**config.mk**
```make
export PLATFORM = sky130hd
export DESIGN_NAME = terminal_feeder
export DESIGN_NICKNAME = d
export VERILOG_FILES = /design/src/rtl/terminal_pkg.sv /design/src/rtl/terminal_feeder_byte_fifo.sv /design/src/rtl/terminal_feeder.sv
export SDC_FILE = /design/constraint.sdc
export NUM_CORES = 1
export LEC_CHECK = 0
export BUFFER_PORTS_ARGS = -buffer_cell sky130_fd_sc_hd__buf_2
export CORE_MARGIN = 2
export CORE_UTILIZATION = 25
export CTS_BUF_LIST = sky130_fd_sc_hd__clkbuf_2
export DETAILED_ROUTE_END_ITERATION = 6
export PLACE_DENSITY = 0.43
export SLEW_MARGIN = 20
export SYNTH_ARGS = -nofsm -noshare
export SYNTH_HDL_FRONTEND = slang
export SYNTH_SLANG_ARGS = --single-unit
```
**constraint.sdc**
```tcl
create_clock -name clk -period 4.4 [get_ports clk]
set_input_delay 0.44 -clock clk [delete_from_list [all_inputs] [get_ports clk]]
set_output_delay 0.44 -clock clk [all_outputs]
set_load 0.02 [all_outputs]
```
**src/rtl/terminal_pkg.sv**
```systemverilog
// ----------------------------------------------------------------------------
// terminal_pkg
// Shared definitions for the terminal byte-stream feeder:
//   - screen geometry defaults (TCOLS, TROWS, SCREEN_SIZE)
//   - repeat counter / cursor width
//   - control code constants understood by the feeder and terminalscreen
//   - feeder FSM state encoding
//   - small decode helpers
// ----------------------------------------------------------------------------
package terminal_pkg;

    localparam int TCOLS       = 64;
    localparam int TROWS       = 40;
    localparam int SCREEN_SIZE = TCOLS * TROWS;

    // Cursor and repeat counter share this width; 12 bits holds SCREEN_SIZE.
    localparam int CNT_W = 12;

    localparam logic [7:0] CH_HOME       = 8'h00;
    localparam logic [7:0] CH_NL         = 8'h0A;
    localparam logic [7:0] CH_CLR        = 8'h0C;
    localparam logic [7:0] CH_SPACE      = 8'h20;
    localparam logic [7:0] CH_LAST_PRINT = 8'h7F;

    typedef enum logic [2:0] {
        ST_IDLE,
        ST_FETCH,
        ST_SETUP,
        ST_HIGH,
        ST_HOLD
    } feeder_state_t;

    function automatic logic is_printable(input logic [7:0] ch);
        return (ch >= CH_SPACE) && (ch <= CH_LAST_PRINT);
    endfunction

    // The next emitted byte is a home code while the prefix is pending, or
    // once the body run is exhausted (only the suffix can remain then).
    function automatic logic starts_with_home(input logic             prefix,
                                              input logic [CNT_W-1:0] count);
        return prefix || (count == '0);
    endfunction

endpackage

```
**src/rtl/terminal_feeder_byte_fifo.sv**
```systemverilog
// ----------------------------------------------------------------------------
// byte_fifo
// Synchronous show-ahead FIFO. The head entry is visible on data_o whenever
// empty_o is low; pop_i consumes it at the next edge.
// Ports:
//   clk, reset        block clock, asynchronous active-high reset
//   push_i, data_i    write strobe and data (dropped while full unless a pop
//                     happens in the same cycle)
//   pop_i             consume the head entry
//   data_o            head entry
//   full_o, empty_o   occupancy flags, derived from registered count
// ----------------------------------------------------------------------------
module byte_fifo #(
    parameter int DEPTH = 16,
    parameter int WIDTH = 8
) (
    input  logic             clk,
    input  logic             reset,
    input  logic             push_i,
    input  logic [WIDTH-1:0] data_i,
    input  logic             pop_i,
    output logic [WIDTH-1:0] data_o,
    output logic             full_o,
    output logic             empty_o
);

    localparam int            AW       = $clog2(DEPTH);
    localparam logic [AW:0]   CNT_FULL = (AW + 1)'(DEPTH);

    logic [WIDTH-1:0] mem_q [DEPTH];
    logic [AW-1:0]    wptr_q;
    logic [AW-1:0]    rptr_q;
    logic [AW:0]      count_q;
    logic             do_push;
    logic             do_pop;

    assign full_o  = (count_q == CNT_FULL);
    assign empty_o = (count_q == '0);
    assign data_o  = mem_q[rptr_q];

    // A pop in the same cycle frees a slot, so a write while full still lands.
    assign do_pop  = pop_i && !empty_o;
    assign do_push = push_i && (!full_o || do_pop);

    always_ff @(posedge clk) begin
        if (do_push) begin
            mem_q[wptr_q] <= data_i;
        end
    end

    // Pointers wrap naturally because DEPTH is a power of two.
    always_ff @(posedge clk or posedge reset) begin
        if (reset) begin
            wptr_q  <= '0;
            rptr_q  <= '0;
            count_q <= '0;
        end else begin
            if (do_push) begin
                wptr_q <= wptr_q + AW'(1);
            end
            if (do_pop) begin
                rptr_q <= rptr_q + AW'(1);
            end
            case ({do_push, do_pop})
                2'b10:   count_q <= count_q + (AW + 1)'(1);
                2'b01:   count_q <= count_q - (AW + 1)'(1);
                default: count_q <= count_q;
            endcase
        end
    end

endmodule

```
**src/rtl/terminal_feeder.sv**
```systemverilog
// ----------------------------------------------------------------------------
// terminal_feeder
// Turns host characters into the sequential write stream for terminalscreen.
// Control codes are expanded here (newline -> space padding, clear -> home +
// full screen of spaces + home, wrap -> home) so the screen stays a dumb
// sequential writer. Every byte goes out as SETUP / HIGH / HOLD.
// Ports:
//   clk, reset              block clock, asynchronous active-high reset
//   wr_en, wr_data          host character write (dropped while full)
//   full                    input FIFO full
//   busy                    FIFO non-empty or a byte sequence in progress
//   cursor                  shadow write position, 0..TCOLS*TROWS
//   screen_clk, screen_byte write strobe and byte towards terminalscreen
// ----------------------------------------------------------------------------
module terminal_feeder #(
    parameter int TCOLS      = terminal_pkg::TCOLS,
    parameter int TROWS      = terminal_pkg::TROWS,
    parameter int FIFO_DEPTH = 16
) (
    input  logic        clk,
    input  logic        reset,
    input  logic        wr_en,
    input  logic [7:0]  wr_data,
    output logic        full,
    output logic        busy,
    output logic [11:0] cursor,
    output logic        screen_clk,
    output logic [7:0]  screen_byte
);

    import terminal_pkg::*;

    localparam logic [CNT_W-1:0] TCOLS_C       = CNT_W'(TCOLS);
    localparam logic [CNT_W-1:0] SCREEN_SIZE_C = CNT_W'(TCOLS * TROWS);

    feeder_state_t    state_q;
    logic             prefix_q;
    logic             suffix_q;
    logic [CNT_W-1:0] cnt_q;
    logic [7:0]       body_q;
    logic             home_q;
    logic [7:0]       byte_q;
    logic             strobe_q;
    logic [CNT_W-1:0] cursor_q;
    logic [CNT_W-1:0] col_q;

    logic [7:0]       fifo_data;
    logic             fifo_empty;
    logic             fifo_full;
    logic             fifo_pop;
    logic             seq_more;

    logic             dec_prefix;
    logic             dec_suffix;
    logic             dec_drop;
    logic [CNT_W-1:0] dec_count;
    logic [7:0]       dec_body;

    byte_fifo #(
        .DEPTH (FIFO_DEPTH),
        .WIDTH (8)
    ) u_fifo (
        .clk     (clk),
        .reset   (reset),
        .push_i  (wr_en),
        .data_i  (wr_data),
        .pop_i   (fifo_pop),
        .data_o  (fifo_data),
        .full_o  (fifo_full),
        .empty_o (fifo_empty)
    );

    assign seq_more = prefix_q || suffix_q || (cnt_q != '0);

    // HOLD of the last byte doubles as the fetch slot for the next character,
    // which keeps back-to-back characters at one byte every three cycles.
    assign fifo_pop = (state_q == ST_FETCH) ||
                      ((state_q == ST_HOLD) && !seq_more && !fifo_empty);

    assign full        = fifo_full;
    assign busy        = (state_q != ST_IDLE) || !fifo_empty;
    assign cursor      = cursor_q;
    assign screen_clk  = strobe_q;
    assign screen_byte = byte_q;

    // Every character becomes: optional home prefix, a run of body bytes that
    // each advance the cursor, optional home suffix. A full screen only needs
    // a wrap home before the first body byte, since a newline pad always ends
    // on a row boundary.
    always_comb begin
        dec_prefix = 1'b0;
        dec_suffix = 1'b0;
        dec_drop   = 1'b0;
        dec_count  = '0;
        dec_body   = CH_SPACE;
        if (is_printable(fifo_data)) begin
            dec_prefix = (cursor_q == SCREEN_SIZE_C);
            dec_count  = CNT_W'(1);
            dec_body   = fifo_data;
        end else if (fifo_data == CH_NL) begin
            dec_prefix = (cursor_q == SCREEN_SIZE_C);
            dec_count  = TCOLS_C - col_q;
        end else if (fifo_data == CH_CLR) begin
            dec_prefix = 1'b1;
            dec_count  = SCREEN_SIZE_C;
            dec_suffix = 1'b1;
        end else if (fifo_data == CH_HOME) begin
            dec_prefix = 1'b1;
        end else begin
            dec_drop   = 1'b1;
        end
    end

    // Reset parks the FSM in SETUP with a home byte loaded, so the terminal
    // is re-homed as the first action after every reset. The cursor moves on
    // the HIGH->HOLD edge; col_q shadows cursor%TCOLS without a divider.
    always_ff @(posedge clk or posedge reset) begin
        if (reset) begin
            state_q  <= ST_SETUP;
            prefix_q <= 1'b0;
            suffix_q <= 1'b0;
            cnt_q    <= '0;
            body_q   <= CH_SPACE;
            home_q   <= 1'b1;
            byte_q   <= CH_HOME;
            strobe_q <= 1'b0;
            cursor_q <= '0;
            col_q    <= '0;
        end else begin
            case (state_q)
                ST_IDLE: begin
                    if (!fifo_empty) begin
                        state_q <= ST_FETCH;
                    end
                end
                ST_SETUP: begin
                    strobe_q <= 1'b1;
                    state_q  <= ST_HIGH;
                end
                ST_HIGH: begin
                    strobe_q <= 1'b0;
                    state_q  <= ST_HOLD;
                    if (home_q) begin
                        cursor_q <= '0;
                        col_q    <= '0;
                        if (prefix_q) begin
                            prefix_q <= 1'b0;
                        end else begin
                            suffix_q <= 1'b0;
                        end
                    end else begin
                        cursor_q <= cursor_q + CNT_W'(1);
                        col_q    <= (col_q == TCOLS_C - CNT_W'(1)) ? '0 : col_q + CNT_W'(1);
                        cnt_q    <= cnt_q - CNT_W'(1);
                    end
                end
                default: begin
                    if ((state_q == ST_HOLD) && seq_more) begin
                        home_q  <= starts_with_home(prefix_q, cnt_q);
                        byte_q  <= starts_with_home(prefix_q, cnt_q) ? CH_HOME : body_q;
                        state_q <= ST_SETUP;
                    end else if (fifo_pop && !dec_drop) begin
                        prefix_q <= dec_prefix;
                        suffix_q <= dec_suffix;
                        cnt_q    <= dec_count;
                        body_q   <= dec_body;
                        home_q   <= starts_with_home(dec_prefix, dec_count);
                        byte_q   <= starts_with_home(dec_prefix, dec_count) ? CH_HOME : dec_body;
                        state_q  <= ST_SETUP;
                    end else begin
                        state_q <= ST_IDLE;
                    end
                end
            endcase
        end
    end

endmodule
```
==> metrics.md, run 1 <==
| Metric | Value |
|---|---|
| Placed cell area | 10100 um2 |
| Status | finished, final reports clean |
| Vias per cell | 4.71 |
| Core Region | 36600 um2 |
| # setup viols final | 0 |
| Achievable Freq | 0.268 GHz |
| Synth-to-Final Area Change | 12.9% |
| Setup Crit Path Kind | flip-flop to flip-flop |
| Number of DRC markers in iteration 0 | 402 |
| IO Port Bufs | 33 |
| GRT overflow | 0 |
| Sequential Area | 5650 um2 |
| Synthesized instance count | 721 |
| Clock H-tree levels | 4 |
| Tcrit/Tclk final | 84.8% |
| Clock skew | 67.0 ps |
| Post-DRT Antenna Nets | 0 |
| Routability cong. | 0.759 |
| Netlist Area Pre-Place | 9280 um2 |
| Global-route wire length before repair | 36300 um |
| Final #Nets | 801 |
| Commonest non-fill, non-tap cell in the layout | edfxtp_1 |
| Crit path arrival time | 4530 ps |
| Final instance area | 10500 um2 |
| Clock slew at reported path FFs | 340 ps |
| CTS buffer count | 17 |
| Fill count | 3776 |
| CP endpoint kind | flip-flop |
| Yosys reg bits | 200 |
| Async set-or-reset flop fraction in the synthesized netlist | 36.0% |
| Fin crit period | 3730 ps |
| Boundary Pins | 34 |
| Static Leakage | 3.87 nW |
| Top FF cell, synth | edfxtp_1 |
| Die width | 197 um |
| Drt wl/cell | 18.3 um |
| Die Area | 38700 um2 |
| RSZ-0062 raised after global routing | no |
| Highest-count cells in the layout ignoring fill and taps | 128 x edfxtp_1, 72 x nand2_1, 68 x dfrtp_1 |
| Syn nets | 747 |
| Max Root-Sink Buffers | 2 |
| Setup_tns | 0 ps |
| DRT Pass-1 Iters | 5 |
| Via count of the first global-routing pass | 5984 |
| Drt total wl | 23100 um |
| CP Launch Type | flip-flop |
| Hold Buf Count CTS | 10 |
| CTS tree | built |
| Remaining routing DRC violations | 0 |
| Final Hold Vio Count | 0 |
| Resized Gates After CTS | 0 |
| Share of layout cells above drive strength 1 | 18.9% |
| Post-synthesis sequential area ratio | 60.8% |
| Gr usage total | 12.5% |
| Initial Util | 25.4% |
| GR Layer Usage met3 | 2.24% |
| DP Wirelength | 15900 um |
| Post-CTS Setup Inserts | 0 |
| Rel. slew slack | 45.8% |
| Synthesized area per cell | 12.9 um2 |
| # clock sinks | 200 |
| Met1 global-route usage | 16.9% |
| Hold WC Path Type | input pin to async pin |
| Multi-input logic area | 3380 um2 |
| EDFF count, synth | 128 |
| GR peak layer | met2 |
| Post-synthesis cell type count | 68 |
| Worst EP required | 5190 ps |
| Yosys warnings | 0 |
| GR Util met2 | 20.6% |
| Largest net degree at the start of global routing | 42 |
| Worst skew pair latency | 850 ps |
| CP max FO | 18 |
| Via count | 5926 |
| Slew Limit Fails | 0 |
| Final Util | 28.6% |
| Antenna violations before repair | 1 |
| VDD IR-drop max | 0.279 mV |
| Root buffer cell | clkbuf_2 |
| Pwr per Cell Area | 605 nW/um2 |
| Slew @ Worst Pin | 812 ps |
| Die Y | 197 um |
| Max-cap check violation count | 0 |
| Core Rows | 70 |
## stage by stage
step | power (mW) | instances | worst slack [ps] | hold slack, ps
2_1_floorplan | 4.58 | 721 | 928 | 440
3_3_place_gp | 5.46 | 1214 | 727 | 460
3_5_place_dp | 5.47 | 1214 | 634 | 459
4_1_cts | 6.45 | 1256 | 637 | 136
5_1_grt | 6.83 | 1257 | 231 | 150
6_report | 6.35 | 1257 | 668 | 205
## registers in the layout (all words and copies together), names as in the netlist
name and flops:
u_fifo.mem_q 128, cnt_q 12, col_q 12, cursor 12, body_q 8, screen_byte 8, u_fifo.count_q 5, u_fifo.rptr_q 4
u_fifo.wptr_q 4, state_q 3, home_q 1, prefix_q 1, screen_clk 1, suffix_q 1
## Yosys cell counts (12+ instances only)
cell type | n | share of area [%]
nand3_1 | 18 | 0.97
dfrtp_1 | 69 | 19
xnor2_1 | 15 | 1.4
mux2i_1 | 13 | 1.4
a21oi_1 | 20 | 1.1
nor3_1 | 14 | 0.75
nand2_1 | 72 | 2.9
nor2_1 | 35 | 1.4
o31ai_1 | 12 | 0.97
ha_1 | 14 | 1.9
clkbuf_1 | 26 | 1.1
inv_1 | 29 | 1.2
o21ai_0 | 50 | 2.7
edfxtp_1 | 128 | 41
mux4_2 | 29 | 7.0
## cell families after synthesis
logic type,Yosys count,synth area share (%)
AOI/OAI and AO/OA,139,9.91
xor gates and xnor gates,20,1.89
adders and majority gates,15,2.10
buffers and inverters,66,2.88
DFF,200,60.8
muxes,54,9.89
and+or+nand+nor,227,12.5
## where the power goes
| group | switching, mW | internal [mW] | leakage, nW |
|---|---|---|---|
| Sequential | 0.331 | 2.34 | 2.08 |
| Clock | 0.724 | 0.243 | 0.156 |
| Combinational | 1.56 | 1.15 | 1.64 |
| Total | 2.61 | 3.74 | 3.87 |
## worst paths after layout
check,from,to,slack (ps),depth (start not counted)
min in group clk,wr_data[5],u_fifo.mem_q[6][5]$_DFFE_PP_,450,2
setup reg to reg,u_fifo.rptr_q[0]$_DFFE_PP0N_,cnt_q[1]$_DFFE_PP0P_,670,8
hold reg to reg,body_q[2]$_DFFE_PP0P_,body_q[2]$_DFFE_PP0P_,520,2
max in group asynchronous,reset,body_q[5]$_DFFE_PP1P_,3220,4
setup / recovery,u_fifo.rptr_q[0]$_DFFE_PP0N_,cnt_q[1]$_DFFE_PP0P_,670,8
hold / removal,reset,cnt_q[5]$_DFFE_PP0P_,210,3
## cell type report
cell class	count	share of cell area [%]
diodes	1	0.0239
clock buffers	17	0.812
clock inverters	15	1.66
inverters	29	1.05
multi-input cells	455	32.2
flip-flops and latches	200	53.9
well taps	468	5.59
repair buffers	72	4.73
## worst max-delay path, cell delays in order, from the launching register on
cell and delay [ps]:
dfrtp_2 780, buf_4 390, mux4_2 560, a221oi_2 480
a21o_1 350, o2111ai_1 280, a31oi_1 610, a311oi_1 110
a21oi_1 150
## metal layers
layer	part of all wire [%]	wire length (um)	vias up
li1	-	-	2829
met1	47	10900	3018
met2	49	11400	71
met3	2.5	586	8
met4	0.98	225	0
met5	0	0	-
Note: power is estimated with default switching activity, not from simulation.
==> inputs of run 2 (changes only) <==
Clock period 4.4 ns to 3.8 ns, I/O delays scaled along.
==> metrics.md, run 2 (synthesized netlist as in run 1, its figures left out) <==
| Metric | Value |
|---|---|
| Die width | 197 um |
| Core Region | 36600 um2 |
| # setup viols final | 0 |
| Largest reg by FF count | u_fifo.mem_q |
| Root buffer cell | clkbuf_2 |
| Vias per cell | 4.69 |
| Remaining routing DRC violations | 0 |
| Setup Crit Path Kind | flip-flop to flip-flop |
| Slew @ Worst Pin | 739 ps |
| Synth-to-Final Area Change | 13.8% |
| Boundary Pins | 34 |
| Routability cong. | 0.733 |
| Status | finished, final reports clean |
| Slew Limit Fails | 0 |
| Drt wl/cell | 18.4 um |
| Die Y | 197 um |
| IO Port Bufs | 33 |
| Die Area | 38700 um2 |
| Via count | 5922 |
| CP endpoint kind | flip-flop |
| Resized Gates After CTS | 0 |
| Hold WC Path Type | input pin to async pin |
| Hold Buf Count CTS | 10 |
| Antenna violations before repair | 1 |
| Achievable Freq | 0.287 GHz |
| Initial Util | 25.4% |
| GRT overflow | 0 |
| Via count of the first global-routing pass | 6003 |
| Final #Nets | 808 |
| RSZ-0062 raised after global routing | no |
| Largest net degree at the start of global routing | 51 |
| Max Root-Sink Buffers | 2 |
| Crit path arrival time | 4200 ps |
| Final Hold Vio Count | 0 |
| DRT Pass-1 Iters | 5 |
| Post-CTS Setup Inserts | 0 |
| Tot Pwr | 7.47 mW |
| Max FFs per register | 128 |
| Final Util | 28.9% |
| Static Leakage | 3.92 nW |
| Rel. slew slack | 50.7% |
| Commonest non-fill, non-tap cell in the layout | edfxtp_1 |
| Fill count | 3770 |
| Highest-count cells in the layout ignoring fill and taps | 128 x edfxtp_1, 72 x nand2_1, 68 x dfrtp_1 |
| Setup_tns | 0 ps |
| # clock sinks | 200 |
| Post-DRT Antenna Nets | 0 |
| CP Launch Type | flip-flop |
| DP Wirelength | 15800 um |
| Worst EP required | 4510 ps |
| Clock H-tree levels | 4 |
| Fin crit period | 3490 ps |
| Global-route wire length before repair | 36400 um |
| Worst skew pair latency | 870 ps |
| CTS buffer count | 17 |
| Max-cap check violation count | 0 |
| Core Rows | 70 |
| Gr usage total | 12.5% |
| Clock slew at reported path FFs | 400 ps |
| Clock skew | 106 ps |
| Number of DRC markers in iteration 0 | 448 |
| VDD IR-drop max | 0.312 mV |
| Tcrit/Tclk final | 91.7% |
| CTS tree | built |
| Drt total wl | 23300 um |
| Pwr per Cell Area | 706 nW/um2 |
| CP max FO | 14 |
| Share of layout cells above drive strength 1 | 19.7% |
-- run 2: cell count changes in the layout (fill, tap and decap cells not counted), sizes merged --
cell / change
buf: +7
clkinv: -3
clkbuf: +2
bufinv: +1
clkinvlp: +1
inv: -1
-- run 2: worst paths after layout --
check | from | end | slack [ps] | depth (start not counted)
max | u_fifo.rptr_q[0]$_DFFE_PP0N_ | screen_byte[4]$_DFFE_PP0P_ | 310 | 9
min | reset | cnt_q[0]$_DFFE_PP0P_ | 30 | 3
min in group clk | wr_data[6] | u_fifo.mem_q[2][6]$_DFFE_PP_ | 450 | 2
min reg2reg | body_q[7]$_DFFE_PP0P_ | screen_byte[7]$_DFFE_PP0P_ | 490 | 1
max reg2reg | u_fifo.rptr_q[0]$_DFFE_PP0N_ | screen_byte[4]$_DFFE_PP0P_ | 310 | 9
max in group asynchronous | reset | screen_byte[6]$_DFFE_PP0P_ | 2930 | 4
-- run 2: cell type report --
type / count / area [um2] / area share, %
clock buffers: 19 / 95.1 / 0.900
multi-input cells: 455 / 3380 / 32.0
repair buffers: 79 / 568 / 5.37
clock inverters: 13 / 178 / 1.68
flip-flops and latches: 200 / 5650 / 53.5
inverters: 29 / 110 / 1.04
well taps: 468 / 586 / 5.54
diodes: 1 / 2.50 / 0.0237
-- run 2: per-stage QoR --
step	setup WS (ps)	cells	area, um2	hold slack [ps]
2_1_floorplan	328	721	9280	440
3_3_place_gp	351	1220	10200	463
3_5_place_dp	315	1220	10200	466
4_1_cts	292	1262	10500	111
5_1_grt	54.3	1264	10600	14.1
6_report	315	1264	10600	34.2
-- run 2: where the power goes --
| part | internal (mW) | switching [mW] |
|---|---|---|
| clock network | 0.346 | 0.839 |
| logic | 1.37 | 1.83 |
| registers | 2.72 | 0.366 |
-- run 2: metal layers --
metal / wire length [um] / track usage (%)
met1: 11200 / 16.7
met2: 11300 / 21.0
met4: 255 / 3.34
met3: 510 / 2.38
met5: 0 / 0
-- run 2: worst max-delay path, stage by stage, from the launching register on --
cell,delay (ps)
dfrtp_2,530
buf_4,310
mux4_2,550
a22o_1,280
a221oi_2,430
nand4_2,260
nand2_1,190
nand3_1,130
nand2_1,320
mux2_2,380
==> inputs of run 3 (changes only) <==
Settings changed: CORE_ASPECT_RATIO set to 1.75, CORE_MARGIN 2 to unset, CTS_CLUSTER_SIZE set to 25.
==> metrics.md, run 3 (synthesized netlist as in run 1, its figures left out) <==
| Metric | Value |
|---|---|
| Status | finished, final reports clean |
| Worst EP required | 4560 ps |
| Post-DRT Antenna Nets | 0 |
| Pwr per Cell Area | 700 nW/um2 |
| Commonest non-fill, non-tap cell in the layout | edfxtp_1 |
| Max Root-Sink Buffers | 2 |
| Hold WC Path Type | input pin to async pin |
| Rel. slew slack | 46.0% |
| Slew @ Worst Pin | 810 ps |
| IO Port Bufs | 33 |
| Boundary Pins | 34 |
| Vias per cell | 4.70 |
| Placed cell area | 10200 um2 |
| Global-route wire length before repair | 37900 um |
| Via count | 5962 |
| Root buffer cell | clkbuf_2 |
| Final #Nets | 807 |
| CP endpoint kind | flip-flop |
| Worst path max stage delay | 580 ps |
| Share of layout cells above drive strength 1 | 19.3% |
| Drt wl/cell | 19.4 um |
| Static Leakage | 3.88 nW |
| Gr usage total | 13.7% |
| DRT Pass-1 Iters | 4 |
| Largest net degree at the start of global routing | 40 |
| CTS tree | built |
| Synth-to-Final Area Change | 13.1% |
| Critical path cell sequence | or4_1, and4b_1, nand4_1, a21oi_1, and2_1, nand2b_1, fa_1, nor2b_1, o21ai_0, nand2b_1, nand2_1, nor2_1, a21oi_1, a32oi_1, o21ai_0 |
| Clock skew | 46.0 ps |
| # setup viols final | 0 |
| Clock slew at reported path FFs | 330 ps |
| Crit path arrival time | 4290 ps |
| Final instance area | 10500 um2 |
| Die Y | 257 um |
| Number of DRC markers in iteration 0 | 291 |
| Final Hold Vio Count | 0 |
| RSZ-0062 raised after global routing | no |
| Max-cap check violation count | 0 |
| Setup Crit Path Kind | flip-flop to flip-flop |
| CP Launch Type | flip-flop |
| CP max FO | 7 |
| VDD IR-drop max | 0.306 mV |
| Tcrit/Tclk final | 92.8% |
| Via count of the first global-routing pass | 6243 |
| Core Rows | 93 |
| Post-CTS Setup Inserts | 0 |
| Critical Path Source | cnt_q[6]$_DFFE_PP0P_ |
| Start of the worst register-to-register path | cnt_q[6]$_DFFE_PP0P_ |
| Drt total wl | 24600 um |
| Die Area | 37900 um2 |
| Antenna violations before repair | 1 |
| GRT overflow | 0 |
| Setup_tns | 0 ps |
| Clock H-tree levels | 4 |
| Slowest-stage cell, CP | or4_1 |
| Worst skew pair latency | 850 ps |
| CTS buffer count | 17 |
| Achievable Freq | 0.284 GHz |
| Max FFs per register | 128 |
| Routability cong. | 0.761 |
| Slew Limit Fails | 0 |
| Die width | 148 um |
| Fin crit period | 3530 ps |
| Worst Hold Slack | 127 ps |
| Remaining routing DRC violations | 0 |
| Highest-count cells in the layout ignoring fill and taps | 128 x edfxtp_1, 72 x nand2_1, 68 x dfrtp_1 |
| DP Wirelength | 18100 um |
| Initial Util | 25.3% |
| Core Region | 36700 um2 |
| Largest reg by FF count | u_fifo.mem_q |
| # clock sinks | 200 |
[run 3: cell types whose count changed in the layout (fill, tap and decap cells not counted), moves of 2 or more]
cell / delta
inv_6: -2
clkinv_4: +3
nor4_2: -2
bufinv_16: -2
nor4_1: +2
clkbuf_2: -2
[run 3: area by class of cell]
cell class,instances,area [um2]
timing repair buffer,78,553
multi-input combinational,455,3370
antenna,1,2.50
clock inverter,14,134
sequential,200,5650
fill,3779,26200
inverter,29,110
clock buffer,17,85.1
tap,475,594
[run 3: critical path: cells and delay by family (launching register included)]
family          cells  cell delay, ps
simple gates        9            1910
fa+ha+maj           1             420
compound gates      5             600
flops               1             520
[run 3: per-layer routing]
metal	global-route usage (%)	part of all wire [%]	vias up
li1	-	-	2842
met1	12.7	35	3009
met2	28.4	61	86
met3	2.61	2.1	25
met4	4.90	2.4	0
met5	0	0	-
[run 3: path summary, 6_finish.rpt]
kind / to / slack (ps) / cells past startpoint
max: u_fifo.count_q[4]$_DFFE_PP0P_ / 270 / 15
min in group clk: u_fifo.mem_q[4][6]$_DFFE_PP_ / 430 / 2
min: cursor[2]$_DFFE_PP0P_ / 130 / 3
max in group asynchronous: home_q$_DFFE_PP1P_ / 2810 / 4
max reg2reg: u_fifo.count_q[4]$_DFFE_PP0P_ / 270 / 15
min reg2reg: body_q[0]$_DFFE_PP0P_ / 520 / 2
[run 3: where the power goes]
| part | leakage (nW) | switching, mW | internal, mW |
|---|---|---|---|
| clock network | 0.132 | 0.822 | 0.203 |
| logic | 1.67 | 1.88 | 1.37 |
| registers | 2.08 | 0.348 | 2.71 |
| total | 3.88 | 3.05 | 4.29 |
[run 3: timing repair]
item	4_1_cts	5_1_grt
gates resized for setup	0	0
hold buffers	10	0
endpoints found under the hold margin	171	0
[run 3: stage by stage]
stage / power, mW / cells / utilization, % / setup WS, ps
finish: 7.34 / 1269 / 28.6 / 275
global route: 7.84 / 1269 / 28.6 / 47.5
CTS: 7.48 / 1268 / 28.6 / 258
detailed placement: 6.43 / 1227 / 27.8 / 308
global placement: 6.42 / 1227 / 27.8 / 348
floorplan: 5.31 / 721 / - / 328
